[src/rtl/mux_rr_arbiter_pkg.sv]
// Shared constants, types and the round-robin search helper for the 9:1 x16 arbiter.
package mux_arb_pkg;

    localparam int unsigned N_REQ     = 9;
    localparam int unsigned DW        = 16;
    localparam int unsigned MAX_BURST = 4;
    localparam int unsigned SEL_W     = 4;
    localparam int unsigned BEAT_W    = 4;

    localparam logic [SEL_W-1:0] SEL_IDLE  = 4'hF;
    localparam logic [DW-1:0]    DATA_IDLE = '1;

    typedef enum logic [0:0] {
        IDLE = 1'b0,
        BUSY = 1'b1
    } arb_state_t;

    typedef struct packed {
        logic             found;
        logic [SEL_W-1:0] idx;
    } pick_t;

    // First requester found searching ptr+1, ptr+2, ... with wrap at N_REQ.
    function automatic pick_t rr_pick(input logic [N_REQ-1:0] req, input logic [SEL_W-1:0] ptr);
        pick_t            r;
        int unsigned      c;
        logic [SEL_W-1:0] cidx;
        r.found = 1'b0;
        r.idx   = SEL_IDLE;
        for (int unsigned i = 1; i <= N_REQ; i++) begin
            c    = (32'(ptr) + i) % N_REQ;
            cidx = SEL_W'(c);
            if (!r.found && req[cidx]) begin
                r.found = 1'b1;
                r.idx   = cidx;
            end
        end
        return r;
    endfunction

endpackage

[src/rtl/mux_rr_arbiter_if.sv]
// Requester/consumer bundle of the arbiter; master = sources and consumer, slave = arbiter.
interface mux_rr_arbiter_if;
    import mux_arb_pkg::*;

    logic [N_REQ-1:0]    req;
    logic [N_REQ*DW-1:0] data_in;
    logic [N_REQ-1:0]    grant;
    logic [SEL_W-1:0]    sel;
    logic [DW-1:0]       out_data;
    logic                out_valid;
    logic                out_ready;

    modport master (
        output req,
        output data_in,
        output out_ready,
        input  grant,
        input  sel,
        input  out_data,
        input  out_valid
    );

    modport slave (
        input  req,
        input  data_in,
        input  out_ready,
        output grant,
        output sel,
        output out_data,
        output out_valid
    );

endinterface

[src/rtl/mux_rr_arbiter_sel_mux9.sv]
// Combinational 9:1 x DW word selector; any code outside 0..N_REQ-1 yields all-ones.
module sel_mux9
    import mux_arb_pkg::*;
(
    input  logic [N_REQ*DW-1:0] data_in,
    input  logic [SEL_W-1:0]    sel,
    output logic [DW-1:0]       out_data
);

    always_comb begin
        out_data = DATA_IDLE;
        for (int unsigned k = 0; k < N_REQ; k++) begin
            if (sel == SEL_W'(k)) begin
                out_data = data_in[k*DW +: DW];
            end
        end
    end

endmodule

[src/rtl/mux_rr_arbiter.sv]
// Round-robin arbiter: grants one requester for up to MAX_BURST accepted beats,
// drives the registered select code and presents the owner's word on valid/ready.
module mux_rr_arbiter
    import mux_arb_pkg::*;
(
    input  logic            clk,
    input  logic            rst,
    mux_rr_arbiter_if.slave bus
);

    arb_state_t        state, state_n;
    logic [SEL_W-1:0]  owner, owner_n;
    logic [SEL_W-1:0]  ptr, ptr_n;
    logic [BEAT_W-1:0] beat_cnt, cnt_n;
    logic [N_REQ-1:0]  grant_q, grant_n;
    logic [SEL_W-1:0]  sel_q, sel_n;

    pick_t pick;
    logic  owner_req;
    logic  beat;
    logic  last_beat;
    logic  release_c;

    assign owner_req     = bus.req[owner];
    assign bus.out_valid = (state == BUSY) && owner_req;
    assign beat          = bus.out_valid && bus.out_ready;
    assign last_beat     = beat && (beat_cnt == BEAT_W'(MAX_BURST - 1));
    assign release_c     = (state == BUSY) && (!owner_req || last_beat);

    assign bus.grant = grant_q;
    assign bus.sel   = sel_q;

    always_ff @(posedge clk) begin
        if (rst) begin
            state    <= IDLE;
            owner    <= '0;
            ptr      <= SEL_W'(N_REQ - 1);
            beat_cnt <= '0;
            grant_q  <= '0;
            sel_q    <= SEL_IDLE;
        end else begin
            state    <= state_n;
            owner    <= owner_n;
            ptr      <= ptr_n;
            beat_cnt <= cnt_n;
            grant_q  <= grant_n;
            sel_q    <= sel_n;
        end
    end

    // Arbitration in IDLE, burst accounting and release in BUSY.
    always_comb begin
        state_n = state;
        owner_n = owner;
        ptr_n   = ptr;
        cnt_n   = beat_cnt;
        grant_n = grant_q;
        sel_n   = sel_q;
        pick    = rr_pick(bus.req, ptr);

        case (state)
            IDLE: begin
                if (pick.found) begin
                    state_n = BUSY;
                    owner_n = pick.idx;
                    grant_n = N_REQ'(1) << pick.idx;
                    sel_n   = pick.idx;
                    cnt_n   = '0;
                end
            end
            BUSY: begin
                if (release_c) begin
                    state_n = IDLE;
                    ptr_n   = owner;
                    grant_n = '0;
                    sel_n   = SEL_IDLE;
                    cnt_n   = '0;
                end else if (beat) begin
                    cnt_n = beat_cnt + BEAT_W'(1);
                end
            end
            default: state_n = IDLE;
        endcase
    end

    sel_mux9 u_sel_mux9 (
        .data_in  (bus.data_in),
        .sel      (sel_q),
        .out_data (bus.out_data)
    );

endmodule

[src/flat_wrapper.sv]
// flat-port wrapper written by rule: the top's interface ports become plain ports
module mux_rr_arbiter_flat import mux_arb_pkg::*;
  (clk, rst, bus_req, bus_data_in, bus_out_ready, bus_grant, bus_sel, bus_out_data, bus_out_valid);
  mux_rr_arbiter_if bus_i ();
  input  logic clk;
  input  logic rst;
  input wire logic [$bits(bus_i.req)-1:0] bus_req;
  input wire logic [$bits(bus_i.data_in)-1:0] bus_data_in;
  input wire logic [$bits(bus_i.out_ready)-1:0] bus_out_ready;
  output wire logic [$bits(bus_i.grant)-1:0] bus_grant;
  output wire logic [$bits(bus_i.sel)-1:0] bus_sel;
  output wire logic [$bits(bus_i.out_data)-1:0] bus_out_data;
  output wire logic [$bits(bus_i.out_valid)-1:0] bus_out_valid;
  assign bus_i.req = bus_req;
  assign bus_i.data_in = bus_data_in;
  assign bus_i.out_ready = bus_out_ready;
  assign bus_grant = bus_i.grant;
  assign bus_sel = bus_i.sel;
  assign bus_out_data = bus_i.out_data;
  assign bus_out_valid = bus_i.out_valid;
  mux_rr_arbiter u_core (.clk(clk), .rst(rst), .bus(bus_i));
endmodule
[config.mk]
export PLATFORM = sky130hd
export DESIGN_NAME = mux_rr_arbiter_flat
export DESIGN_NICKNAME = d
export VERILOG_FILES = /design/src/rtl/mux_rr_arbiter_pkg.sv /design/src/rtl/mux_rr_arbiter_if.sv /design/src/rtl/mux_rr_arbiter_sel_mux9.sv /design/src/rtl/mux_rr_arbiter.sv /design/src/flat_wrapper.sv
export SDC_FILE = /design/constraint.sdc
export NUM_CORES = 1
export LEC_CHECK = 0
export ABC_AREA = 1
export BUFFER_PORTS_ARGS = -buffer_cell sky130_fd_sc_hd__buf_2
export CAP_MARGIN = 20
export CELL_PAD_IN_SITES_DETAIL_PLACEMENT = 1
export CELL_PAD_IN_SITES_GLOBAL_PLACEMENT = 2
export CORE_MARGIN = 5
export CORE_UTILIZATION = 30
export DETAILED_ROUTE_END_ITERATION = 7
export PLACE_DENSITY_LB_ADDON = 0.12
export REMOVE_ABC_BUFFERS = 1
export SYNTH_ARGS = -nofsm -noshare
export SYNTH_HDL_FRONTEND = slang
export SYNTH_SLANG_ARGS = --single-unit
[constraint.sdc]
create_clock -name clk -period 7.9 [get_ports clk]
set_input_delay 0.395 -clock clk [delete_from_list [all_inputs] [get_ports clk]]
set_output_delay 0.395 -clock clk [all_outputs]
set_load 0.02 [all_outputs]
======== After elaboration in Yosys (flattened, before gate mapping) ========
Cells that the tools add are included.
storage, ports and cells
  register bits after elaboration ......... 26
  bits of input ports ..................... 156
  output and inout port bits .............. 30
  logic and storage cells ................. 127
cells by class
  add/subtract/negate cells ............... 10
  divide/modulo/power cells ............... 9
  $lt $le $gt $ge ......................... 10
  eq/ne operators ......................... 12
  shift operators ......................... 1
  multiplexer cells ....................... 51
  bitwise gates (word level) .............. 1
  reductions and logical operators ........ 27
operators by type and width
  operator                 count
  $mod A32 B4 Y32 const B  9
  $mux W16                 9
  $lt A4 B5 Y1 const B     10
  $mux W5                  9
  $bmux W1 S4              10
  $add A4 B3 Y5 const B    4
  $mux W4                  5
  $mux W9                  2
  $pmux W9 S2              1
  $eq A4 B3 Y1 const B     4
  $pmux W4 S2              2
  $eq A4 B2 Y1 const B     3
  $logic_and A1 B1 Y1      12
  $mux W1                  12
  $add A4 B2 Y5 const B    2
  $add A4 B4 Y5 const B    2
  $logic_not A1 Y1         9
  $shl A1 B4 Y9 const A    1
  $reduce_and A2 Y1        4
  $add A4 B1 Y5 const B    1
  $add A4 B1 Y4 const B    1
  $eq A4 B1 Y1 const B     1
  $eq A4 B4 Y1 const B     1
  $logic_not A4 Y1         1
  6 further kinds          6

======== Depth between registers and ports, before layout ========
Gate-level depths: netlist of the first run.
  word-level depth ........................ 32
  gate-level depth with buffers ........... 38
  gate-level depth less buffers ........... 37

======== Hierarchy ========
Synthesis of the first run repeated with hierarchy kept, for this count alone.
second synthesis, totals
  cells, all modules ...................... 1,205
  area, all modules ....................... 6,725.2 sq um
modules (own cells, without submodules)
  module          instances  cells each  area each (sq um)
  mux_rr_arbiter  1          919         5,287.6
  sel_mux9        1          286         1,437.6

======== Worst setup path before layout of the first run ========
No wires, ideal clock.
  path type ............................... register to register
  start point ............................. reg u_core.ptr[0]
  end point ............................... reg u_core.grant_q[4] (netlist: u_core.bus.grant[4])
  setup time .............................. 70 ps
  arrival ................................. 4,980 ps
  slack ................................... 2,850 ps
  cell stages (with the launch flop) ...... 35
  path buffers ............................ 4
  path through ............................ dfxtp_1 > buf_6 > clkinv_1 > clkbuf_1 > ha_1 > buf_2 > inv_1 > ha_1 > inv_1 > nand3_1 > nand2_2 > nand2_2 > xor2_2 > ha_1 > inv_1 > nor2_1 > nand3_1 > nand2_2 > nand3_2 > nand2_2 > nand2_1 > nand3_1 > nand3_1 > nand3_2 > nand2_4 > nor2_8 > nand4_4 > nor2_8 > nand2_4 > o21ai_4 > nand2_4 > clkinv_2 > buf_8 > nand2_1 > a21oi_2
between the ends
  word-level cells in the longest chain between the ends .. 32
  elaborated cells on any way between the ends .. 66
  those cells by class .................... 9 x add/sub; 9 x div; 1 x eq/ne; 1 x shift; 29 x mux; 17 x reduce/logical
RTL lines
  what                           RTL line                  source
  start, declared                mux_rr_arbiter.sv:13      logic [SEL_W-1:0] ptr, ptr_n;
  start signal, assigned         mux_rr_arbiter.sv:37      ptr <= SEL_W'(N_REQ - 1);
  start signal, assigned         mux_rr_arbiter.sv:44      ptr <= ptr_n;
  $add A4 B1 Y5                  mux_rr_arbiter_pkg.sv:31  c = (32'(ptr) + i) % N_REQ;
  $mod A32 B4 Y32                mux_rr_arbiter_pkg.sv:31
  $bmux W1 S4                    mux_rr_arbiter_pkg.sv:33  if (!r.found && req[cidx]) begin
  $mux W1 (not written as such)  mux_rr_arbiter_pkg.sv:33
  $mux W5                        mux_rr_arbiter_pkg.sv:33
  $logic_not A1 Y1               mux_rr_arbiter_pkg.sv:33
  $logic_and A1 B1 Y1            mux_rr_arbiter_pkg.sv:33
  $mux W5                        mux_rr_arbiter_pkg.sv:33
  [... 16 more ...]              -
  $logic_and A1 B1 Y1            mux_rr_arbiter_pkg.sv:33
  $mux W5                        mux_rr_arbiter_pkg.sv:33
  $logic_not A1 Y1               mux_rr_arbiter_pkg.sv:33
  $logic_and A1 B1 Y1            mux_rr_arbiter_pkg.sv:33
  $mux W5 *                      mux_rr_arbiter_pkg.sv:33
  $shl A1 B4 Y9                  mux_rr_arbiter.sv:66      grant_n = N_REQ'(1) << pick.idx;
  $mux W9                        mux_rr_arbiter.sv:63      if (pick.found) begin
  $pmux W9 S2                    mux_rr_arbiter.sv:61      case (state)
  end signal, assigned           mux_rr_arbiter.sv:46      grant_q <= grant_n;
  end, declared                  mux_rr_arbiter.sv:15      logic [N_REQ-1:0] grant_q, grant_n;
Every way passes the cells marked *; elsewhere a longest branch is shown, timed or not. The select of a mux whose other input is x is not followed.
A chain may end at the register's enable or synchronous reset.

======== Final worst setup path of the first run ========
  start point ............................. reg u_core.ptr[1]
  end point ............................... reg u_core.grant_q[4] (netlist: u_core.bus.grant[4])
Same word-level chain as after synthesis.

==> results of run 1 <==
==> worst max-delay path by stage <==
| stage | startpoint | to | slack, ns |
|---|---|---|---|
| 2_1_floorplan | u_core.ptr[0] | u_core.beat_cnt[2] | 1.99 |
| 3_3_place_gp | u_core.ptr[1] | u_core.bus.grant[4] | 2.51 |
| 3_5_place_dp | u_core.ptr[1] | u_core.beat_cnt[2] | 2.42 |
| 4_1_cts | u_core.ptr[1] | u_core.bus.grant[4] | 2.39 |
| 5_1_grt | u_core.ptr[1] | u_core.bus.grant[4] | 1.81 |
| 6_report | u_core.ptr[1] | u_core.bus.grant[4] | 2.46 |
==> through the flow <==
stage / setup WS [ns] / cells / hold slack [ns] / util / area (µm²)
floorplan: 1.99 / 1077 / 0.457 / - / 6420
global placement: 2.51 / 1547 / 0.460 / 0.357 / 7740
detailed placement: 2.42 / 1547 / 0.462 / 0.357 / 7740
CTS: 2.39 / 1550 / 0.475 / 0.360 / 7820
global route: 1.81 / 1550 / 0.476 / 0.360 / 7820
finish: 2.46 / 1550 / 0.474 / 0.360 / 7820
==> layer usage <==
| metal | global-route usage | vias to the layer above |
|---|---|---|
| li1 | - | 4054 |
| met1 | 0.276 | 3698 |
| met2 | 0.377 | 180 |
| met3 | 0.0221 | 23 |
| met4 | 0.0406 | 0 |
| met5 | 0 | - |
==> layout by cell type, fill, tap and decap left out, types with 10 or more instances in the layout <==
cell	n
o22ai_1	35
nor2_1	59
dfxtp_1	26
nand4_1	13
o21ai_0	52
nand2_1	249
ha_1	54
xor2_1	21
o221a_2	11
o21ai_1	12
o221ai_1	16
nand3_2	10
inv_1	148
nand2_4	12
buf_2	185
inv_2	22
nand2_2	40
a21oi_1	47
nand3_1	161
==> logic make-up (layout without fill, tap and decap cells) <==
kind of cell / Yosys count / count (layout)
flops: 26 / 26
simple gates: 574 / 574
compound gates: 216 / 216
buf+inv: 207 / 372
xor+xnor: 28 / 28
fa+ha+maj: 54 / 54
==> registers in the layout, summed over array words and instances, names as in the netlist <==
register / cells
u_core.ptr: 4
u_core.bus.sel: 4
u_core.owner: 4
u_core.state: 1
u_core.bus.grant: 9
u_core.beat_cnt: 4
==> worst max-delay path: cells and delay by family (launching register included) <==
kind	cells	cell delay, ns
flip-flops	1	0.31
buffers and inverters	6	1.03
XOR/XNOR	2	0.47
AND/OR/NAND/NOR	18	2.29
AO/OA/AOI/OAI	1	0.12
adder cells (fa/ha/maj)	3	1.14
==> final cells by class <==
| class | instances | area [µm²] | area share |
|---|---|---|---|
| Clock buffer | 3 | 75.1 | 0.00960 |
| Sequential cell | 26 | 520 | 0.0666 |
| Inverter | 179 | 683 | 0.0874 |
| Timing Repair Buffer | 190 | 963 | 0.123 |
| Tap cell | 280 | 350 | 0.0448 |
| Multi-Input combinational cell | 872 | 5230 | 0.668 |
==> impl_results.md, run 1 <==
* R2R setup slack at between 2 and 2.5 ns
* Slew Limit Fails at 0
* Worst setup EP type: flip-flop
* Fin. Hold Viols at 0
* Post-synth top flop: dfxtp_1
* Crit path kind: flip-flop to flip-flop
* Remaining antenna violation count at 0
* Max_slew headroom at 0.488
* Cell count after synthesis at roughly 1100
* Io pins at 186
* Final nets at 1482
* Die Wd at 158 µm
* Synth area leaders: nand2_1, nand3_1, ha_1
* GRT Overall Usage at 0.211
* Mapped Avg Cell Area at 5.93 µm²
* Endpoint, Worst Hold: u_core.bus.grant[3]
* Reg2reg path depth at 30
* Yosys warns at 0
* DR vias at ~8000
* Pin count of the biggest net entering global routing at 38
* Synth Cell Area at 6560 µm²
* Final setup viols at 0
* Placer congestion estimate at 0.877
* CTS tree: built
* Initial drt markers at 401
* CTS Sinks at 26
* Wire per inst at between 15 and 20 µm
* RR Endpoint: u_core.bus.grant[4]
* Worst slew pin tran at 0.766 ns
* Post-CTS Setup Inserts at 0
* Total gr overflow at 0
* Filler cell count at 2978
* DP Wirelength at ~23 mm
* Total CTS buffers at 3
* Met3 WL at roughly 1.4 mm
* Adder-cell share of the synthesized area at 0.103
* Post-CTS resize count at 0
* Routed WL at 27.6 mm
* Synth Area in Simple Gates at 0.432
* Worst hold start: u_core.bus.grant[3]
* H-tree depth at 1
* Unrepaired setup endpoints after global routing: false
* Worst hold path class: flip-flop to flip-flop
* Clk_skew at ~0.0037 ns
* M1 WL at 12.4 mm
* CP Launch Type: flip-flop
* Final TNS setup at 0 ns
* Peak per-stage delay on the critical path at 0.66 ns
* Top Layer Used: met4
* Area grow syn2layout at 19.3%
* Seq/Total Area, Yosys at 0.0794
* Proportion of layout cells with a drive suffix above 1 at 0.261
* Period utilization at 0.689
* Period minus WS final at 5.44 ns
* Post-CTS Hold Fix Bufs at 0
* Clk buf depth at 2
* Synth Area in Compound Gates at 0.218
* Starting Density at 0.302
* # diodes at 0
* Post-synth EDFFs at 0
* Max frequency at ~180 MHz
* Port Buffers at 185
* Core area at 21700 µm²
* Crit path DAT at between 5 and 6 ns
* Flops & latches, synth at 26
* Crit-path slowest cell: ha_1
* Root Driver: clkbuf_16
* Synth unique cells at 56
* Mux cell area share after synthesis at 0
* CP Max Fanout at 19
* Status: finished, final reports clean
* Hold Path Stages at 2
* Vias/cell at 5.13
* Cell row count at 54
* Clock-pin slew on the worst setup and hold paths at 0.07 ns
* Clk_lat worst skew at 0.26 ns
* Vias in the first global route at 7846
* Synth async-reset ratio at 0
* Max-cap violation count at 0
* Number of antenna violations at the first check in global routing at 0
* Largest family of logic cells by synthesized area: simple AND/OR/NAND/NOR gates
* Most common cell in the netlist: nand2_1
* Critical path's most frequent cell: inv_1
* Top cells by count, synth: nand2_1, nand3_1, inv_1
* Worst r2r src: u_core.ptr[1]
* Die area at 24900 µm²
* Global-route wire length before repair at 42.6 mm
* Routed length on met2 at between 10 and 15 mm
* Xor and xnor area share after synthesis at 0.0431
* Die Y at 158 µm
* Yosys top cell by area: nand2_1
* First-pass iteration count of the detailed router at 4
* # DRC at 0
* Post-synth top area share at 0.143
* Worst Path Required at between 8 and 9 ns
Power of run 1 is left out: the tool's default activity adds up to more than one toggle a clock period on the data nets, which glitch-free logic cannot reach.
==> run 2: changes to the inputs <==
- ABC_AREA: 1 -> 0
- CORE_UTILIZATION: 30 -> 28
- clock period: 7.9 -> 4.9 ns (I/O delays scaled with it)
==> run 2 against run 1 <==
  * The flow now finishes with violations (negative setup slack)
  * Routed wire length up 56%
  * Die area increased by 34%
  * Core utilization increased by 7.7 points
  * Clock skew is essentially flat
  * Largest cell class unchanged
==> impl_results.md, run 2 <==
* Routed WL at 43.1 mm
* Die Y at 183 µm
* Period utilization at 1.01
* Starting Density at 0.283
* Most common cell in the netlist: nand2_1
* Placer congestion estimate at 0.906
* Wire per inst at 21.9 µm
* # diodes at 0
* Dpl cell area at 11400 µm²
* Post-synth top area share at 0.0811
* Pin count of the biggest net entering global routing at 52
* Port Buffers at ~190
* Total CTS buffers at 3
* Fin. Hold Viols at 0
* Post-synth top flop: dfxtp_1
* Filler cell count at 3731
* Yosys top cell by area: ha_1
* Final core occ at 0.437
* First-pass iteration count of the detailed router at 5
* Synth Cell Area at roughly 8300 µm²
* R2R setup slack at -0.06 ns
* Number of antenna violations at the first check in global routing at 1
* Internal at between 3 and 4 mW
* Bufs and invs on worst path at 8
* Unrepaired setup endpoints after global routing: true
* Max-cap violation count at 0
* CTS tree: built
* Worst Hold Slack at ~0.33 ns
* Final setup viols at 14
* Sequential share of power at 0.052
* GRT Overall Usage at 0.239
* CP Launch Type: flip-flop
* Clock power share at 0.037
* Synth area leaders: ha_1, dfxtp_1, nand2_1
* Post-synth EDFFs at 0
* Crit path DAT at between 5 and 6 ns
* Slew Limit Fails at 0
* Logic pwr share at 0.911
* Post-CTS Hold Fix Bufs at 0
* Period minus WS final at 4.96 ns
* Worst slew pin tran at 0.828 ns
* Cell row count at 63
* Max reg flops at 9
* Final worst slack at -0.0564 ns
* Clk_skew at 0.00366 ns
* Final nets at 1790
* Worst hold path class: input pin to flip-flop
* Reg2reg path depth at 26
* Crit-path slowest cell: dfxtp_4
* RR Endpoint: u_core.bus.grant[3]
* Initial drt markers at 461
* Total gr overflow at 0
* CP Launch Point: u_core.ptr[1]
* Max frequency at 202 MHz
* Worst setup EP type: flip-flop
* Flops & latches, synth at 26
* Sw Share at 0.510
* Critical path's most frequent cell: buf_4
* DR vias at 11068
* Most common cell after layout, fill and taps aside: buf_4
* Cell count after synthesis at around 1200
* Remaining antenna violation count at 0
* Top cells by count, synth: nand2_1, nor2_1, o21ai_0
* Clock-pin slew on the worst setup and hold paths at 0.08 ns
* Worst path top cell family by delay: compound AO/OA/AOI/OAI gates
* Multi-input gate area at 8230 µm²
* Yosys warns at 0
* Worst r2r src: u_core.ptr[1]
* Synth async-reset ratio at 0
* Setup crit end: u_core.bus.grant[3]
* Leak Pwr at 5.35 nW
* Root Driver: clkbuf_16
* Proportion of layout cells with a drive suffix above 1 at 0.455
* Die area at around 33000 µm²
* Status: finished, violations left
* # DRC at 0
* FF/Latch Area at 532 µm²
* Clk buf depth at 2
* Maximum VDD drop at 0.228 mV
* Most frequent cells in the layout: buf_4, buf_2, nand2_1
* Io pins at 186
* DP Wirelength at 33.9 mm
* Final Cell Area at 12900 µm²
* Core area at 29500 µm²
* Crit path kind: flip-flop to flip-flop
* Synth unique cells at 112
* Peak per-stage delay on the critical path at roughly 0.37 ns
* Failing checks: negative setup slack
* Clk_lat worst skew at 0.27 ns
* CTS Sinks at 26
* Global-route wire length before repair at 64.2 mm
* PD cells at about 520 nW/µm²
* H-tree depth at 1
* Worst Path Required at 5.06 ns
* Vias in the first global route at 11244
* Max_slew headroom at 0.446
* Mapped Avg Cell Area at 7.10 µm²
* Area grow syn2layout at 54.8%
* CP Max Fanout at 4
* Seq/Total Area, Yosys at 0.0625
* CP Depth at 26
* Vias/cell at 5.62
* Die Wd at around 180 µm
* P_sw at 3.45 mW
==> run 2: per-layer routing <==
layer | GRT usage | wire (µm) | vias up
met4 | 0.0657 | 1470 | 0
li1 | - | - | 5319
met5 | 0 | 0 | -
met2 | 0.435 | 21400 | 263
met3 | 0.0227 | 1620 | 76
met1 | 0.299 | 18600 | 5410
==> run 2: kinds of logic (layout without fill, tap and decap cells) <==
| kind of cell | after synthesis | count (layout) | share of synthesized area |
|---|---|---|---|
| adders and majority gates | 54 | 54 | 0.0811 |
| muxes | 50 | 50 | 0.0746 |
| AOI/OAI and AO/OA | 447 | 447 | 0.398 |
| and+or+nand+nor | 426 | 426 | 0.265 |
| buffers and inverters | 132 | 537 | 0.0686 |
| xor gates and xnor gates | 39 | 39 | 0.0505 |
| DFF | 26 | 26 | 0.0625 |
==> run 2: tightest hold or removal path, delay by kind of cell <==
kind / cells / cell delay [ns]
AND/OR/NAND/NOR: 2 / 0.17
AO/OA/AOI/OAI: 1 / 0.05
buffers and inverters: 1 / 0.09
==> run 2: worst min-delay path by stage <==
stage,start,depth (start not counted),endpoint
2_1_floorplan,rst,1,u_core.bus.grant[8]
3_3_place_gp,u_core.bus.grant[5],2,u_core.bus.grant[5]
3_5_place_dp,u_core.bus.grant[3],1,u_core.bus.grant[3]
4_1_cts,bus_out_ready,4,u_core.state
5_1_grt,bus_out_ready,4,u_core.state
6_report,bus_out_ready,4,u_core.state
==> run 2: what timing repair did <==
item | 4_1_cts | 5_1_grt
endpoints found under the setup margin | 22 | 22
pin swaps | 31 | 70
resized for setup | 90 | 147
buffers inserted | 17 | 22
==> run 2: final cells by class <==
cell class | instances | area share
Inverter | 51 | 0.0165
Clock inverter | 1 | 0.00233
Sequential cell | 26 | 0.0412
Clock buffer | 3 | 0.00582
Timing Repair Buffer | 482 | 0.258
Multi-Input combinational cell | 1016 | 0.638
Tap cell | 390 | 0.0378
==> run 2: per-stage QoR <==
| step | instances | setup slack [ns] | setup TNS (ns) | total power, mW |
|---|---|---|---|---|
| after floorplan | 1093 | -3.53 | -75.12 | 3.12 |
| after global placement | 1926 | -0.295 | -4.28 | 5.37 |
| after detailed placement | 1928 | -0.393 | -6.17 | 5.42 |
| after CTS | 1949 | -0.0123 | -0.0123 | 6.15 |
| final | 1969 | -0.0564 | -0.223 | 6.76 |
| after global routing | 1969 | -0.269 | -4.93 | 7.21 |
==> run 2: power groups by stage <==
| stage | Clock [mW] | Combinational (mW) | Sequential [mW] |
|---|---|---|---|
| after global placement | 0 | 5.02 | 0.345 |
| final | 0.251 | 6.16 | 0.348 |
| after floorplan | 0 | 2.70 | 0.427 |
| after global routing | 0.263 | 6.59 | 0.360 |
| after CTS | 0.256 | 5.55 | 0.344 |
| after detailed placement | 0 | 5.08 | 0.346 |
(Power assumes the default switching activity.)
==> run 3: changes to the inputs <==
- PLACE_DENSITY_LB_ADDON: 0.12 -> 0.1
==> run 3 against run 2 <==
  * The flow now finishes without violations
  * Register-to-register slack improved by 0.08 ns
  * Sequential share of layout area decreased by 0.16 points
  * Die area unchanged
  * First-iteration DRC count unchanged
  * Global-route usage increased by 1.0 points
  * Critical path type unchanged
  * Via count increased by 1.2%
  * Critical endpoint is now u_core.bus.grant[2]
  * Clock-buffer cell count increased by 1
  * Clock power decreased by 14%
  * Routed wire length increased by 4.6%
==> impl_results.md, run 3 (synthesis results as in run 2) <==
* Worst setup EP type: flip-flop
* Worst Path Required at 5.07 ns
* PD cells at around 530 nW/µm²
* Maximum VDD drop at approximately 0.22 mV
* Worst r2r src: u_core.ptr[2]
* DR vias at 11201
* Worst hold path class: input pin to flip-flop
* Pwr Total at 7.09 mW
* CTS tree: built
* DP Wirelength at 34.7 mm
* H-tree depth at 1
* Io pins at 186
* Vias/cell at 5.58
* Fin. Hold Viols at 0
* Crit-path slowest cell: or3b_4
* Max-cap violation count at 0
* Most frequent cells in the layout: buf_4, buf_2, nand2_1
* Final worst slack at 0.0202 ns
* Final Cell Area at 13400 µm²
* Crit path DAT at 5.05 ns
* Pin count of the biggest net entering global routing at 31
* Dpl cell area at 11400 µm²
* Vias in the first global route at 11372
* Final setup viols at 0
* Hold Path Stages at 2
* CP Launch Type: flip-flop
* Clk buf depth at 2
* Max frequency at 205 MHz
* Total gr overflow at 0
* Endpoint, Worst Hold: u_core.ptr[2]
* First-pass iteration count of the detailed router at 5
* RR Endpoint: u_core.bus.grant[2]
* Clk_lat worst skew at ~0.28 ns
* Setup slack at placement at -0.392 ns
* Total CTS buffers at 3
* Worst hold start: rst
* FF/Latch Area at 533 µm²
* Die area at approximately 33000 µm²
* Period minus WS final at 4.88 ns
* Final nets at approximately 1800
* Initial drt markers at 461
* Peak per-stage delay on the critical path at 0.42 ns
* # DRC at 0
* Crit path kind: flip-flop to flip-flop
* Clock-pin slew on the worst setup and hold paths at 0.08 ns
* CTS Sinks at 26
* Most common cell after layout, fill and taps aside: buf_4
* Proportion of layout cells with a drive suffix above 1 at 0.485
* Post-CTS Hold Fix Bufs at 0
* Cell row count at 63
* Placer congestion estimate at approximately 0.93
* Worst slew pin tran at roughly 0.84 ns
* Filler cell count at 3623
* Max reg flops at 9
* Die Y at 183 µm
* Multi-input gate area at 8470 µm²
* Final core occ at 0.456
* Period utilization at 0.996
* GRT Overall Usage at 0.249
* Starting Density at 0.283
* Port Buffers at 185
* CP Max Fanout at 5
* Wire per inst at 22.5 µm
* Area grow syn2layout at 61.4%
* Routed WL at 45.1 mm
* Number of antenna violations at the first check in global routing at 0
* Unrepaired setup endpoints after global routing: true
* Global-route wire length before repair at around 67 mm
* R2R setup slack at 0.02 ns
* Die Wd at 183 µm
* Max_slew headroom at 0.437
* Status: finished, final reports clean
* Reg2reg path depth at 22
* Core area at 29500 µm²
* # diodes at 0
* Root Driver: clkbuf_16
* Clk_skew at 0.00853 ns
* Remaining antenna violation count at 0
* Leak Pwr at between 5 and 6 nW
* CP cell instances: clkinvlp_4, ha_4, or3_4, o21ai_2, nand2_2, inv_4, ha_4, nor3b_4, o211ai_1, nand4_1, buf_4, a222oi_1, a211o_1, or3b_4, buf_6, nor2_4, nand3_4, a211oi_2, o211ai_1, buf_4, and2b_2, a32o_1
* Slew Limit Fails at 0
==> run 3: cell types whose count changed in the layout (fill, tap and decap cells not counted), moves of 4 or more <==
cell,delta
o21ai_1,+4
inv_2,+4
buf_4,+30
buf_6,+11
o21ai_0,-5
inv_1,-5
ha_1,-6
a21oi_1,-4
ha_4,+6
==> run 3: what timing repair did <==
| item | in CTS | in global routing |
|---|---|---|
| setup buffers | 24 | 53 |
| setup endpoints to repair | 22 | 22 |
| pin swaps | 39 | 113 |
| resized for setup | 110 | 190 |
==> run 3: area by class of cell <==
cell class,count,share of cell area
inverters,51,0.0156
clock buffers,4,0.00661
repair buffers,522,0.272
flip-flops and latches,26,0.0396
multi-input cells,1016,0.630
well taps,390,0.0363
==> run 3: routing by layer <==
layer / share of wire / GRT usage
met1: 0.44 / 0.321
met3: 0.030 / 0.0173
met5: 0 / 0
met2: 0.51 / 0.461
met4: 0.015 / 0.0429
==> run 3: worst max-delay path by stage <==
stage | startpoint | to | cells after the start
6_report | u_core.ptr[2] | u_core.bus.grant[2] | 22
5_1_grt | u_core.ptr[2] | u_core.bus.grant[5] | 20
4_1_cts | u_core.ptr[0] | u_core.bus.grant[3] | 25
3_5_place_dp | u_core.ptr[1] | u_core.bus.sel[0] | 23
3_3_place_gp | u_core.ptr[0] | u_core.bus.grant[4] | 22
2_1_floorplan | u_core.ptr[0] | u_core.beat_cnt[3] | 21
==> run 3: critical path: cells and delay by family (launching register included) <==
family | cells | cell delay [ns]
fa+ha+maj | 2 | 0.44
buf+inv | 5 | 0.79
simple gates | 8 | 1.65
compound gates | 7 | 1.48
flops | 1 | 0.41
==> run 3: through the flow <==
| step | cells | hold slack (ns) | TNS (ns) |
|---|---|---|---|
| 6_report | 2009 | 0.346 | 0 |
| 5_1_grt | 2009 | 0.380 | -2.85 |
| 4_1_cts | 1959 | 0.334 | -0.00317 |
| 3_5_place_dp | 1931 | 0.462 | -6.39 |
| 3_3_place_gp | 1930 | 0.456 | -7.05 |
| 2_1_floorplan | 1093 | 0.314 | -75.12 |
==> run 3: report_power, final <==
part	switching, mW	internal, mW	total, mW
clock	0.0914	0.126	0.217
combinational	3.43	3.10	6.53
sequential	0.0710	0.269	0.340
